`src/rtl/conv2d_stream_engine_pkg.sv`:
```
`default_nettype none
// ============================================================================
// Module      : conv2d_stream_engine_pkg
// Description : Shared types and helpers for the conv2d stream engine:
//               controller state encoding, output-side formula and a
//               counter-width helper.
// Revision    : 1.0 - initial release
// ============================================================================
package conv2d_stream_engine_pkg;

  typedef enum logic [2:0] {
    S_IDLE   = 3'd0,
    S_LOAD_F = 3'd1,
    S_LOAD_A = 3'd2,
    S_MAC    = 3'd3,
    S_EMIT   = 3'd4,
    S_DONE   = 3'd5
  } state_t;

  // Output side of a convolution over a zero-padded square tile.
  function automatic int calc_os(input int as, input int fs, input int str, input int zp);
    return (as + 2 * zp - fs) / str + 1;
  endfunction

  // Bits needed to index n entries (never less than one bit).
  function automatic int cnt_w(input int n);
    return (n <= 2) ? 1 : $clog2(n);
  endfunction

endpackage
`default_nettype wire

```
`src/rtl/conv2d_stream_engine_if.sv`:
```
`default_nettype none
// ============================================================================
// Module      : conv2d_stream_engine_if
// Description : Generic valid/ready stream of W-bit data. Used for the
//               weight, activation and result streams of the engine.
//   valid : producer has data
//   data  : payload, W bits
//   ready : consumer accepts; a beat is a cycle with valid & ready
// Revision    : 1.0 - initial release
// ============================================================================
interface conv2d_stream_engine_if #(
  parameter int W = 8
) ();
  logic         valid;
  logic         ready;
  logic [W-1:0] data;

  modport master (output valid, output data, input ready);
  modport slave  (input valid, input data, output ready);
endinterface
`default_nettype wire

```
`src/rtl/conv2d_stream_engine_mac.sv`:
```
`default_nettype none
// ============================================================================
// Module      : conv2d_stream_engine_mac
// Description : Two-stage signed multiply-accumulate (conv_mac).
//               Stage 1 registers a*w; stage 2 sign-extends the product and
//               either loads it (first term) or adds it to the accumulator.
//   clk, rst : clock, asynchronous active-high reset
//   en       : a term is presented this cycle
//   clr      : this term is the first of a new sum
//   last     : this term is the final one of the sum
//   a, w     : signed operands
//   acc      : accumulator
//   acc_done : one-cycle pulse when the final term has been accumulated
// Revision    : 1.0 - initial release
// ============================================================================
module conv2d_stream_engine_mac #(
  parameter int DW = 8,
  parameter int WW = 9,
  parameter int AW = 20
) (
  input  logic                 clk,
  input  logic                 rst,
  input  logic                 en,
  input  logic                 clr,
  input  logic                 last,
  input  logic signed [DW-1:0] a,
  input  logic signed [WW-1:0] w,
  output logic signed [AW-1:0] acc,
  output logic                 acc_done
);
  localparam int PW = DW + WW;

  logic signed [PW-1:0] r_prod;
  logic                 r_pv;
  logic                 r_pclr;
  logic                 r_plast;
  logic signed [AW-1:0] r_acc;
  logic                 r_acc_done;

  always_ff @(posedge clk or posedge rst) begin
    if (rst) begin
      r_prod     <= '0;
      r_pv       <= 1'b0;
      r_pclr     <= 1'b0;
      r_plast    <= 1'b0;
      r_acc      <= '0;
      r_acc_done <= 1'b0;
    end else begin
      r_pv       <= en;
      r_pclr     <= en && clr;
      r_plast    <= en && last;
      if (en) begin
        r_prod <= PW'(a) * PW'(w);
      end
      if (r_pv) begin
        r_acc <= r_pclr ? AW'(r_prod) : r_acc + AW'(r_prod);
      end
      r_acc_done <= r_pv && r_plast;
    end
  end

  assign acc      = r_acc;
  assign acc_done = r_acc_done;
endmodule
`default_nettype wire

```
`src/rtl/conv2d_stream_engine.sv`:
```
`default_nettype none
// ============================================================================
// Module      : conv2d_stream_engine
// Description : Self-sequenced 2-D convolution engine. Loads FS*FS weights,
//               then an AS*AS activation tile, then streams OS*OS results,
//               one multiply per cycle per result, with optional ReLU.
//   clk, rst : clock, asynchronous active-high reset
//   start    : begin a job (ignored unless idle); relu_en sampled with it
//   f_s      : weight stream in, raster order (ready only while loading)
//   a_s      : activation stream in, raster order (ready only while loading)
//   o_m      : result stream out, raster order, held under backpressure
//   busy     : high in every state except idle
//   done     : one-cycle pulse after the last result is accepted
// Revision    : 1.0 - initial release
// ============================================================================
module conv2d_stream_engine
  import conv2d_stream_engine_pkg::*;
#(
  parameter int DW  = 8,
  parameter int WW  = 9,
  parameter int AW  = 20,
  parameter int AS  = 6,
  parameter int FS  = 3,
  parameter int STR = 1,
  parameter int ZP  = 0
) (
  input  logic                    clk,
  input  logic                    rst,
  input  logic                    start,
  input  logic                    relu_en,
  conv2d_stream_engine_if.slave   f_s,
  conv2d_stream_engine_if.slave   a_s,
  conv2d_stream_engine_if.master  o_m,
  output logic                    busy,
  output logic                    done
);
  localparam int OS  = calc_os(AS, FS, STR, ZP);
  localparam int NF  = FS * FS;
  localparam int NA  = AS * AS;
  localparam int FIW = cnt_w(NF);
  localparam int AIW = cnt_w(NA);
  localparam int LDW = cnt_w((NA > NF) ? NA : NF);
  localparam int KW  = cnt_w(FS);
  localparam int OW  = cnt_w(OS);

  state_t               r_state;
  logic [LDW-1:0]       r_ld;
  logic [KW-1:0]        r_kr, r_kc;
  logic [OW-1:0]        r_orow, r_ocol;
  logic signed [WW-1:0] r_fbuf [NF];
  logic signed [DW-1:0] r_abuf [NA];
  logic                 r_relu, r_f_ready, r_a_ready, r_out_valid, r_busy, r_done;
  logic signed [AW-1:0] r_out_data;

  int                   w_pr, w_pc, w_idx;
  logic                 w_in;
  logic [AIW-1:0]       w_aidx;
  logic [FIW-1:0]       w_fidx;
  logic signed [DW-1:0] w_a_op;
  logic signed [WW-1:0] w_w_op;
  logic                 w_first, w_last;
  logic signed [AW-1:0] w_acc;
  logic                 w_acc_done;

  // Padded coordinates of the current tap. Pad cells are never stored, so a
  // coordinate outside the real tile yields a zero operand and no buffer read.
  always_comb begin
    w_pr   = int'(r_orow) * STR + int'(r_kr);
    w_pc   = int'(r_ocol) * STR + int'(r_kc);
    w_in   = (w_pr >= ZP) && (w_pr < ZP + AS) && (w_pc >= ZP) && (w_pc < ZP + AS);
    w_idx  = w_in ? ((w_pr - ZP) * AS + (w_pc - ZP)) : 0;
    w_aidx = AIW'(w_idx);
    w_fidx = FIW'(int'(r_kr) * FS + int'(r_kc));
    w_a_op = w_in ? r_abuf[w_aidx] : '0;
    w_w_op = r_fbuf[w_fidx];
  end

  assign w_first = (r_kr == '0) && (r_kc == '0);
  assign w_last  = (r_kr == KW'(FS - 1)) && (r_kc == KW'(FS - 1));

  conv2d_stream_engine_mac #(
    .DW (DW),
    .WW (WW),
    .AW (AW)
  ) u_mac (
    .clk      (clk),
    .rst      (rst),
    .en       (r_state == S_MAC),
    .clr      (w_first),
    .last     (w_last),
    .a        (w_a_op),
    .w        (w_w_op),
    .acc      (w_acc),
    .acc_done (w_acc_done)
  );

  always_ff @(posedge clk or posedge rst) begin
    if (rst) begin
      r_state     <= S_IDLE;
      r_ld        <= '0;
      r_kr        <= '0;
      r_kc        <= '0;
      r_orow      <= '0;
      r_ocol      <= '0;
      r_relu      <= 1'b0;
      r_f_ready   <= 1'b0;
      r_a_ready   <= 1'b0;
      r_out_valid <= 1'b0;
      r_out_data  <= '0;
      r_busy      <= 1'b0;
      r_done      <= 1'b0;
      for (int i = 0; i < NF; i++) r_fbuf[i] <= '0;
      for (int i = 0; i < NA; i++) r_abuf[i] <= '0;
    end else begin
      r_done <= 1'b0;
      case (r_state)
        S_IDLE: begin
          if (start) begin
            r_relu    <= relu_en;
            r_busy    <= 1'b1;
            r_f_ready <= 1'b1;
            r_ld      <= '0;
            r_state   <= S_LOAD_F;
          end
        end
        S_LOAD_F: begin
          if (f_s.valid && r_f_ready) begin
            r_fbuf[FIW'(r_ld)] <= f_s.data;
            if (r_ld == LDW'(NF - 1)) begin
              r_ld      <= '0;
              r_f_ready <= 1'b0;
              r_a_ready <= 1'b1;
              r_state   <= S_LOAD_A;
            end else begin
              r_ld <= r_ld + 1'b1;
            end
          end
        end
        S_LOAD_A: begin
          if (a_s.valid && r_a_ready) begin
            r_abuf[AIW'(r_ld)] <= a_s.data;
            if (r_ld == LDW'(NA - 1)) begin
              r_ld      <= '0;
              r_a_ready <= 1'b0;
              r_kr      <= '0;
              r_kc      <= '0;
              r_orow    <= '0;
              r_ocol    <= '0;
              r_state   <= S_MAC;
            end else begin
              r_ld <= r_ld + 1'b1;
            end
          end
        end
        S_MAC: begin
          if (w_last) begin
            r_kr    <= '0;
            r_kc    <= '0;
            r_state <= S_EMIT;
          end else if (r_kc == KW'(FS - 1)) begin
            r_kc <= '0;
            r_kr <= r_kr + 1'b1;
          end else begin
            r_kc <= r_kc + 1'b1;
          end
        end
        S_EMIT: begin
          // Wait for the last term to drain through the MAC pipeline, then
          // hold the result until it is accepted.
          if (w_acc_done) begin
            r_out_data  <= (r_relu && w_acc[AW-1]) ? '0 : w_acc;
            r_out_valid <= 1'b1;
          end else if (r_out_valid && o_m.ready) begin
            r_out_valid <= 1'b0;
            if (r_orow == OW'(OS - 1) && r_ocol == OW'(OS - 1)) begin
              r_orow  <= '0;
              r_ocol  <= '0;
              r_done  <= 1'b1;
              r_state <= S_DONE;
            end else begin
              if (r_ocol == OW'(OS - 1)) begin
                r_ocol <= '0;
                r_orow <= r_orow + 1'b1;
              end else begin
                r_ocol <= r_ocol + 1'b1;
              end
              r_state <= S_MAC;
            end
          end
        end
        S_DONE: begin
          r_busy  <= 1'b0;
          r_state <= S_IDLE;
        end
        default: r_state <= S_IDLE;
      endcase
    end
  end

  assign f_s.ready = r_f_ready;
  assign a_s.ready = r_a_ready;
  assign o_m.valid = r_out_valid;
  assign o_m.data  = r_out_data;
  assign busy      = r_busy;
  assign done      = r_done;
endmodule
`default_nettype wire

```
`src/flat_wrapper.sv`:
```
// flat-port wrapper written by rule: the top's interface ports become plain ports
module conv2d_stream_engine_flat import conv2d_stream_engine_pkg::*;
#(
  parameter int DW  = 8,
  parameter int WW  = 9,
  parameter int AW  = 20,
  parameter int AS  = 6,
  parameter int FS  = 3,
  parameter int STR = 1,
  parameter int ZP  = 0
)
  (clk, rst, start, relu_en, busy, done, f_s_valid, f_s_data, f_s_ready, a_s_valid, a_s_data, a_s_ready, o_m_valid, o_m_data, o_m_ready);
  conv2d_stream_engine_if #(.W(WW)) f_s_i ();
  conv2d_stream_engine_if #(.W(DW)) a_s_i ();
  conv2d_stream_engine_if #(.W(AW)) o_m_i ();
  input  logic clk;
  input  logic rst;
  input  logic start;
  input  logic relu_en;
  output logic busy;
  output logic done;
  input wire logic [$bits(f_s_i.valid)-1:0] f_s_valid;
  input wire logic [$bits(f_s_i.data)-1:0] f_s_data;
  output wire logic [$bits(f_s_i.ready)-1:0] f_s_ready;
  input wire logic [$bits(a_s_i.valid)-1:0] a_s_valid;
  input wire logic [$bits(a_s_i.data)-1:0] a_s_data;
  output wire logic [$bits(a_s_i.ready)-1:0] a_s_ready;
  output wire logic [$bits(o_m_i.valid)-1:0] o_m_valid;
  output wire logic [$bits(o_m_i.data)-1:0] o_m_data;
  input wire logic [$bits(o_m_i.ready)-1:0] o_m_ready;
  assign f_s_i.valid = f_s_valid;
  assign f_s_i.data = f_s_data;
  assign f_s_ready = f_s_i.ready;
  assign a_s_i.valid = a_s_valid;
  assign a_s_i.data = a_s_data;
  assign a_s_ready = a_s_i.ready;
  assign o_m_valid = o_m_i.valid;
  assign o_m_data = o_m_i.data;
  assign o_m_i.ready = o_m_ready;
  conv2d_stream_engine #(.DW(DW), .WW(WW), .AW(AW), .AS(AS), .FS(FS), .STR(STR), .ZP(ZP)) u_core (.clk(clk), .rst(rst), .start(start), .relu_en(relu_en), .f_s(f_s_i), .a_s(a_s_i), .o_m(o_m_i), .busy(busy), .done(done));
endmodule
```
`config.mk`:
```
export PLATFORM = sky130hd
export DESIGN_NAME = conv2d_stream_engine_flat
export DESIGN_NICKNAME = d
export VERILOG_FILES = /design/src/rtl/conv2d_stream_engine_pkg.sv /design/src/rtl/conv2d_stream_engine_if.sv /design/src/rtl/conv2d_stream_engine_mac.sv /design/src/rtl/conv2d_stream_engine.sv /design/src/flat_wrapper.sv
export SDC_FILE = /design/constraint.sdc
export NUM_CORES = 1
export LEC_CHECK = 0
export CORE_MARGIN = 2
export CORE_UTILIZATION = 68
export DETAILED_ROUTE_END_ITERATION = 16
export PLACE_DENSITY = 0.9
export SYNTH_ARGS = -nofsm -noshare
export SYNTH_HDL_FRONTEND = slang
export SYNTH_SLANG_ARGS = --single-unit
```
`constraint.sdc`:
```
create_clock -name clk -period 32 [get_ports clk]
set_input_delay 4.8 -clock clk [delete_from_list [all_inputs] [get_ports clk]]
set_output_delay 4.8 -clock clk [all_outputs]
set_load 0.01 [all_outputs]
```
Yosys cells after proc, flatten, opt, wreduce, memory -nomap -nowiden

Index checks and enable logic that the tools add are counted.

Register bits after elaboration: 453
Logic and storage cells: 217

Add/sub/neg operators: 10
$mul: 3
Order comparisons: 10
Equality and inequality tests: 21
Mux-type cells: 66
Bitwise operators: 4
Reductions and logical operators: 39

Operators with widths:

| kind                                                                    | count |
|---|---|
| 288-bit bitwise mux                                                     | 1 |
| 81-bit bitwise mux                                                      | 1 |
| 32-bit by 1-bit >= comparator with 1-bit output (second input constant) | 2 |
| 32-bit by 4-bit < comparator with 1-bit output (second input constant)  | 2 |
| 8-bit binary-select mux with 6-bit select                               | 1 |
| 8-bit demux with 6-bit select                                           | 1 |
| 20-bit 2-to-1 mux                                                       | 2 |
| 9-bit binary-select mux with 4-bit select                               | 1 |
| 9-bit demux with 4-bit select                                           | 1 |
| 6-bit 2-to-1 mux                                                        | 6 |
| 32-bit by 3-bit multiplier with 5-bit output (second input constant)    | 1 |
| 8-bit 2-to-1 mux                                                        | 4 |
| 2-bit 2-to-1 mux                                                        | 14 |
| 3-bit 2-to-1 mux                                                        | 9 |
| 9-bit 2-to-1 mux                                                        | 3 |
| 20-bit by 17-bit adder with 20-bit output                               | 1 |
| 6-bit one-hot mux with 3 select lines                                   | 1 |
| 8-bit by 9-bit multiplier with 17-bit output                            | 1 |
| 2-bit one-hot mux with 2 select lines                                   | 4 |
| 1-bit logical AND                                                       | 15 |
| 3-bit one-hot mux with 5 select lines                                   | 1 |
| 7-bit >= comparator (second input constant)                             | 2 |
| 6-bit inverter with 7-bit output                                        | 2 |
| 1-bit 2-to-1 mux                                                        | 13 |
| 30 further kinds                                                        | 64 |

Longest topological paths before layout

Word-level depth: 12
Mapped depth: 33
Mapped depth without buffers: 31

Cells and area by module

Synthesis repeated with hierarchy kept, for this count alone.

Cells, all modules: 2141
Area total of the unflattened synthesis: 25097.8 um^2

Modules (own cells, without submodules):

| module                   | instances | cells each | area an instance (um^2) | seq. area each (um^2) |
|---|---|---|---|---|
| conv2d_stream_engine     | 1         | 1571       | 19877.8                 | 10309.9 |
| conv2d_stream_engine_mac | 1         | 570        | 5220.0                  | 1026.0 |

Worst setup path after synthesis

Ideal clock, no wire load.

Path kind: register to register
From: register u_core.r_kr[0]
To: register u_core.u_mac.r_prod[16]
Library setup time: 0.135 ns
Arrival time: 7.207 ns
Required time: 31.865 ns
Path slack: 24.659 ns
Stages on the path, launching flop included: 30
Clock period less this slack: 7.341 ns
Cells stage by stage: dfrtp_1 -> ha_1 -> fa_1 -> ha_1 -> fa_1 -> clkbuf_1 -> buf_2 -> buf_2 -> clkbuf_1 -> o21ai_0 -> o211ai_1 -> o311ai_0 -> nand3_1 -> nand2_1 -> and2_1 -> fa_1 -> fa_1 -> inv_1 -> fa_1 -> inv_1 -> fa_1 -> ha_1 -> nor2b_1 -> o21ai_0 -> a21boi_0 -> o211ai_1 -> a21oi_1 -> o31ai_1 -> xnor2_1 -> o21ai_0

Cells in the longest elaborated chain, start to end: 12
Elaborated cells between the ends (all ways): 21
Classes of those cells: 3 x add/sub; 3 x mul; 2 x order compare; 8 x mux; 2 x bitwise; 3 x reduce/logical

Ends and longest elaborated chain:

| what                                                                                                  | line                           | text |
|---|---|---|
| start, declared                                                                                       | conv2d_stream_engine.sv:48     | `logic [KW-1:0] r_kr, r_kc;` |
| start signal, assigned                                                                                | conv2d_stream_engine.sv:162    | `r_kr <= r_kr + 1'b1;` |
| parallel branches: the longest is 11 deep, another holds 32-bit by 3-bit multiplier with 5-bit output | -                              |  |
| 8-bit by 9-bit multiplier with 17-bit output (*)                                                      | conv2d_stream_engine_mac.sv:53 | `r_prod <= PW'(a) * PW'(w);` |
| end signal, assigned                                                                                  | conv2d_stream_engine_mac.sv:53 |  |
| end, declared                                                                                         | conv2d_stream_engine_mac.sv:33 | `logic signed [PW-1:0] r_prod;` |

Mark *: on every way between the ends. The select of a mux whose other input is x is not followed.
A chain may end at the register's enable or synchronous reset.

Worst setup path after layout

Same ends and word-level chain as after synthesis.

==> impl_metrics.env <==
export IMPL_die_w_um=195
export IMPL_ys_top_cells_by_area="dfrtp_1, mux2_2, fa_1"
export IMPL_yosysWarnings=0
export IMPL_grt_overflow=0
export IMPL_start_util_pct=68.5
export IMPL_vias_per_cell=6.74
export IMPL_antenna_cells=0
export IMPL_drtAntennaViolNets=0
export IMPL_clk_path_buf_depth=3
export IMPL_synth_cells=2171
export IMPL_clock_latency_ps=590
export IMPL_cp_common_cell="fa_1"
export IMPL_yosysTopAreaCell="dfrtp_1"
export IMPL_cp_start_kind="flip-flop"
export IMPL_synth_edff_count=0
export IMPL_critical_path_class="flip-flop to flip-flop"
export IMPL_drive_above_1_share_pct=25.2
export IMPL_cts_tree="yes"
export IMPL_seq_area_frac_synth_pct=45.6
export IMPL_setup_violations=0
export IMPL_drv_cap=0
export IMPL_grt_pass1_vias=18700
export IMPL_grt_max_degree=164
export IMPL_syn_area_um2=24900
export IMPL_placed_area_um2=25600
export IMPL_routed_wl_um=61200
export IMPL_dr_pass1_iters=6
export IMPL_grt_usage_pct=33.0
export IMPL_place_ws_ps=23100
export IMPL_max_slew_margin_pct=4.45
export IMPL_grt_pass1_wl_um=99700
export IMPL_yosys_register_bits=453
export IMPL_synth_top_cell_area_share_pct=45.6
export IMPL_status="completed"
export IMPL_dp_hpwl_um=38300
export IMPL_crit_required_ps=32440
export IMPL_io_pins=49
export IMPL_root_buffer="clkbuf_16"
export IMPL_cp_max_fo=48
export IMPL_antenna_found_initial=0
export IMPL_gp_congestion=0.889
export IMPL_synthDistinctLibCells=75
export IMPL_die_area_um2=38100
export IMPL_nets=2331
export IMPL_postLayoutCellArea_um2=27200
export IMPL_htreeDepth=2
export IMPL_layout_common_cells="dfrtp_1, mux2_2, nand2_1, inv_1, o21ai_0"
export IMPL_r2r_slack_ps=22660
export IMPL_core_rowCount=70
export IMPL_fin_skew_ps=27.0
export IMPL_slew_viol_final=0
export IMPL_synth_async_reset_ratio_pct=100
export IMPL_cp_slowest_cell="and2_2"
export IMPL_io_buffers=48
export IMPL_drc_errors=0
export IMPL_area_growth_synth_to_final_pct=9.33
export IMPL_worst_pin_slew_ps=1430
export IMPL_synth_area_per_cell_um2=11.5
export IMPL_cts_setup_buffers=0
export IMPL_path_clk_slew_ps=60
export IMPL_post_cts_resized=0
export IMPL_whs_ps=467
export IMPL_fin_crit_sh_pct=29.2
export IMPL_max_freq_ghz=0.107
export IMPL_fin_crit_ps=9340
export IMPL_core_area_um2=36300
export IMPL_routed_via_count=18000
export IMPL_rsz0062_at_grt="no"
export IMPL_hold_viol=0
export IMPL_syn_num_nets=2332
export IMPL_postCtsHoldBufs=0
export IMPL_ys_flop_type="dfrtp_1"
export IMPL_slowest_delay_ps=650
export IMPL_mostFrequentLayoutCell="dfrtp_1"
export IMPL_setup_tns_ps=0
export IMPL_wire_per_inst_um=22.9
export IMPL_layout_setup_ws_ps=22660
export IMPL_first_iter_violations=2091
export IMPL_hold_path_class="flip-flop to flip-flop"
export IMPL_numCtsBuffers=46
export IMPL_endpoint_kind="flip-flop"
export IMPL_die_y_um=195
export IMPL_arrival_ps=9780
export IMPL_cts_sinks=453
flip-flops by register name, summed over array words and instances (netlist names), 2 cells and up:
name,cells
u_core.r_abuf,288
u_core.r_fbuf,81
u_core.o_m.data,20
u_core.u_mac.acc,20
u_core.u_mac.r_prod,17
u_core.r_ld,6
u_core.r_state,3
u_core.r_kc,2
u_core.r_kr,2
u_core.r_ocol,2
u_core.r_orow,2
worst max-delay path: cells and delay by family (launching register included):
| kind | cells | cell delay (ps) |
|---|---|---|
| buffers and inverters | 5 | 1130 |
| xor gates and xnor gates | 1 | 170 |
| DFF | 1 | 480 |
| adders and majority gates | 9 | 4140 |
| and+or+nand+nor | 4 | 1290 |
| AOI/OAI and AO/OA | 9 | 1970 |
cell type report:
class	count	area, um^2
clock buffer	69	1370
clock inverter	15	223
fill	2124	9140
inverter	109	417
multi-input combinational	1492	12600
sequential	453	11300
tap	468	586
timing repair buffer	68	643
final timing paths:
check,from,endpoint,cells after the start
max in group asynchronous,rst,u_core.r_fbuf[42],5
setup / recovery,u_core.r_kr[0],u_core.u_mac.r_prod[16],28
hold / removal,u_core.u_mac.r_plast,u_core.u_mac.acc_done,1
min in group asynchronous,rst,u_core.r_abuf[48],2
setup reg to reg,u_core.r_kr[0],u_core.u_mac.r_prod[16],28
hold reg to reg,u_core.u_mac.r_plast,u_core.u_mac.acc_done,1
cells in the mapped netlist (16+ instances only):
cell type,n
mux2_2,404
xnor2_1,22
o21ai_0,98
a311o_1,16
nand3_1,55
mux4_2,18
a221oi_1,34
inv_1,108
clkbuf_1,72
nor2_1,53
a21oi_1,43
nand2_1,260
ha_1,70
a211oi_1,19
mux2i_1,21
buf_2,35
and2_1,54
dfrtp_1,453
fa_1,67
o211ai_1,18
and3_1,24
metal layers:
layer	track usage (%)	vias up	share of wire (%)	routed length (um)
met3	6.56	242	8.8	5400
met2	52.8	1007	47	29000
met4	14.9	0	4.4	2670
met5	0	-	0	0
met1	44.2	9065	39	24100
li1	-	7720	-	-
logic make-up after synthesis:
family,synth area share [%]
and+or+nand+nor,10.1
DFF,45.6
muxes,20.8
AOI/OAI and AO/OA,9.79
buffers and inverters,3.69
adders and majority gates,8.91
xor gates and xnor gates,1.13
stage by stage:
step / util [%] / cells
final: 74.9 / 2674
after global routing: 74.9 / 2674
after CTS: 74.9 / 2674
after detailed placement: 70.5 / 2590
after global placement: 70.5 / 2590
after floorplan: - / 2171
Power is not shown: default switching activity piles up to over one toggle a cycle in this logic, so the estimate is an artifact.
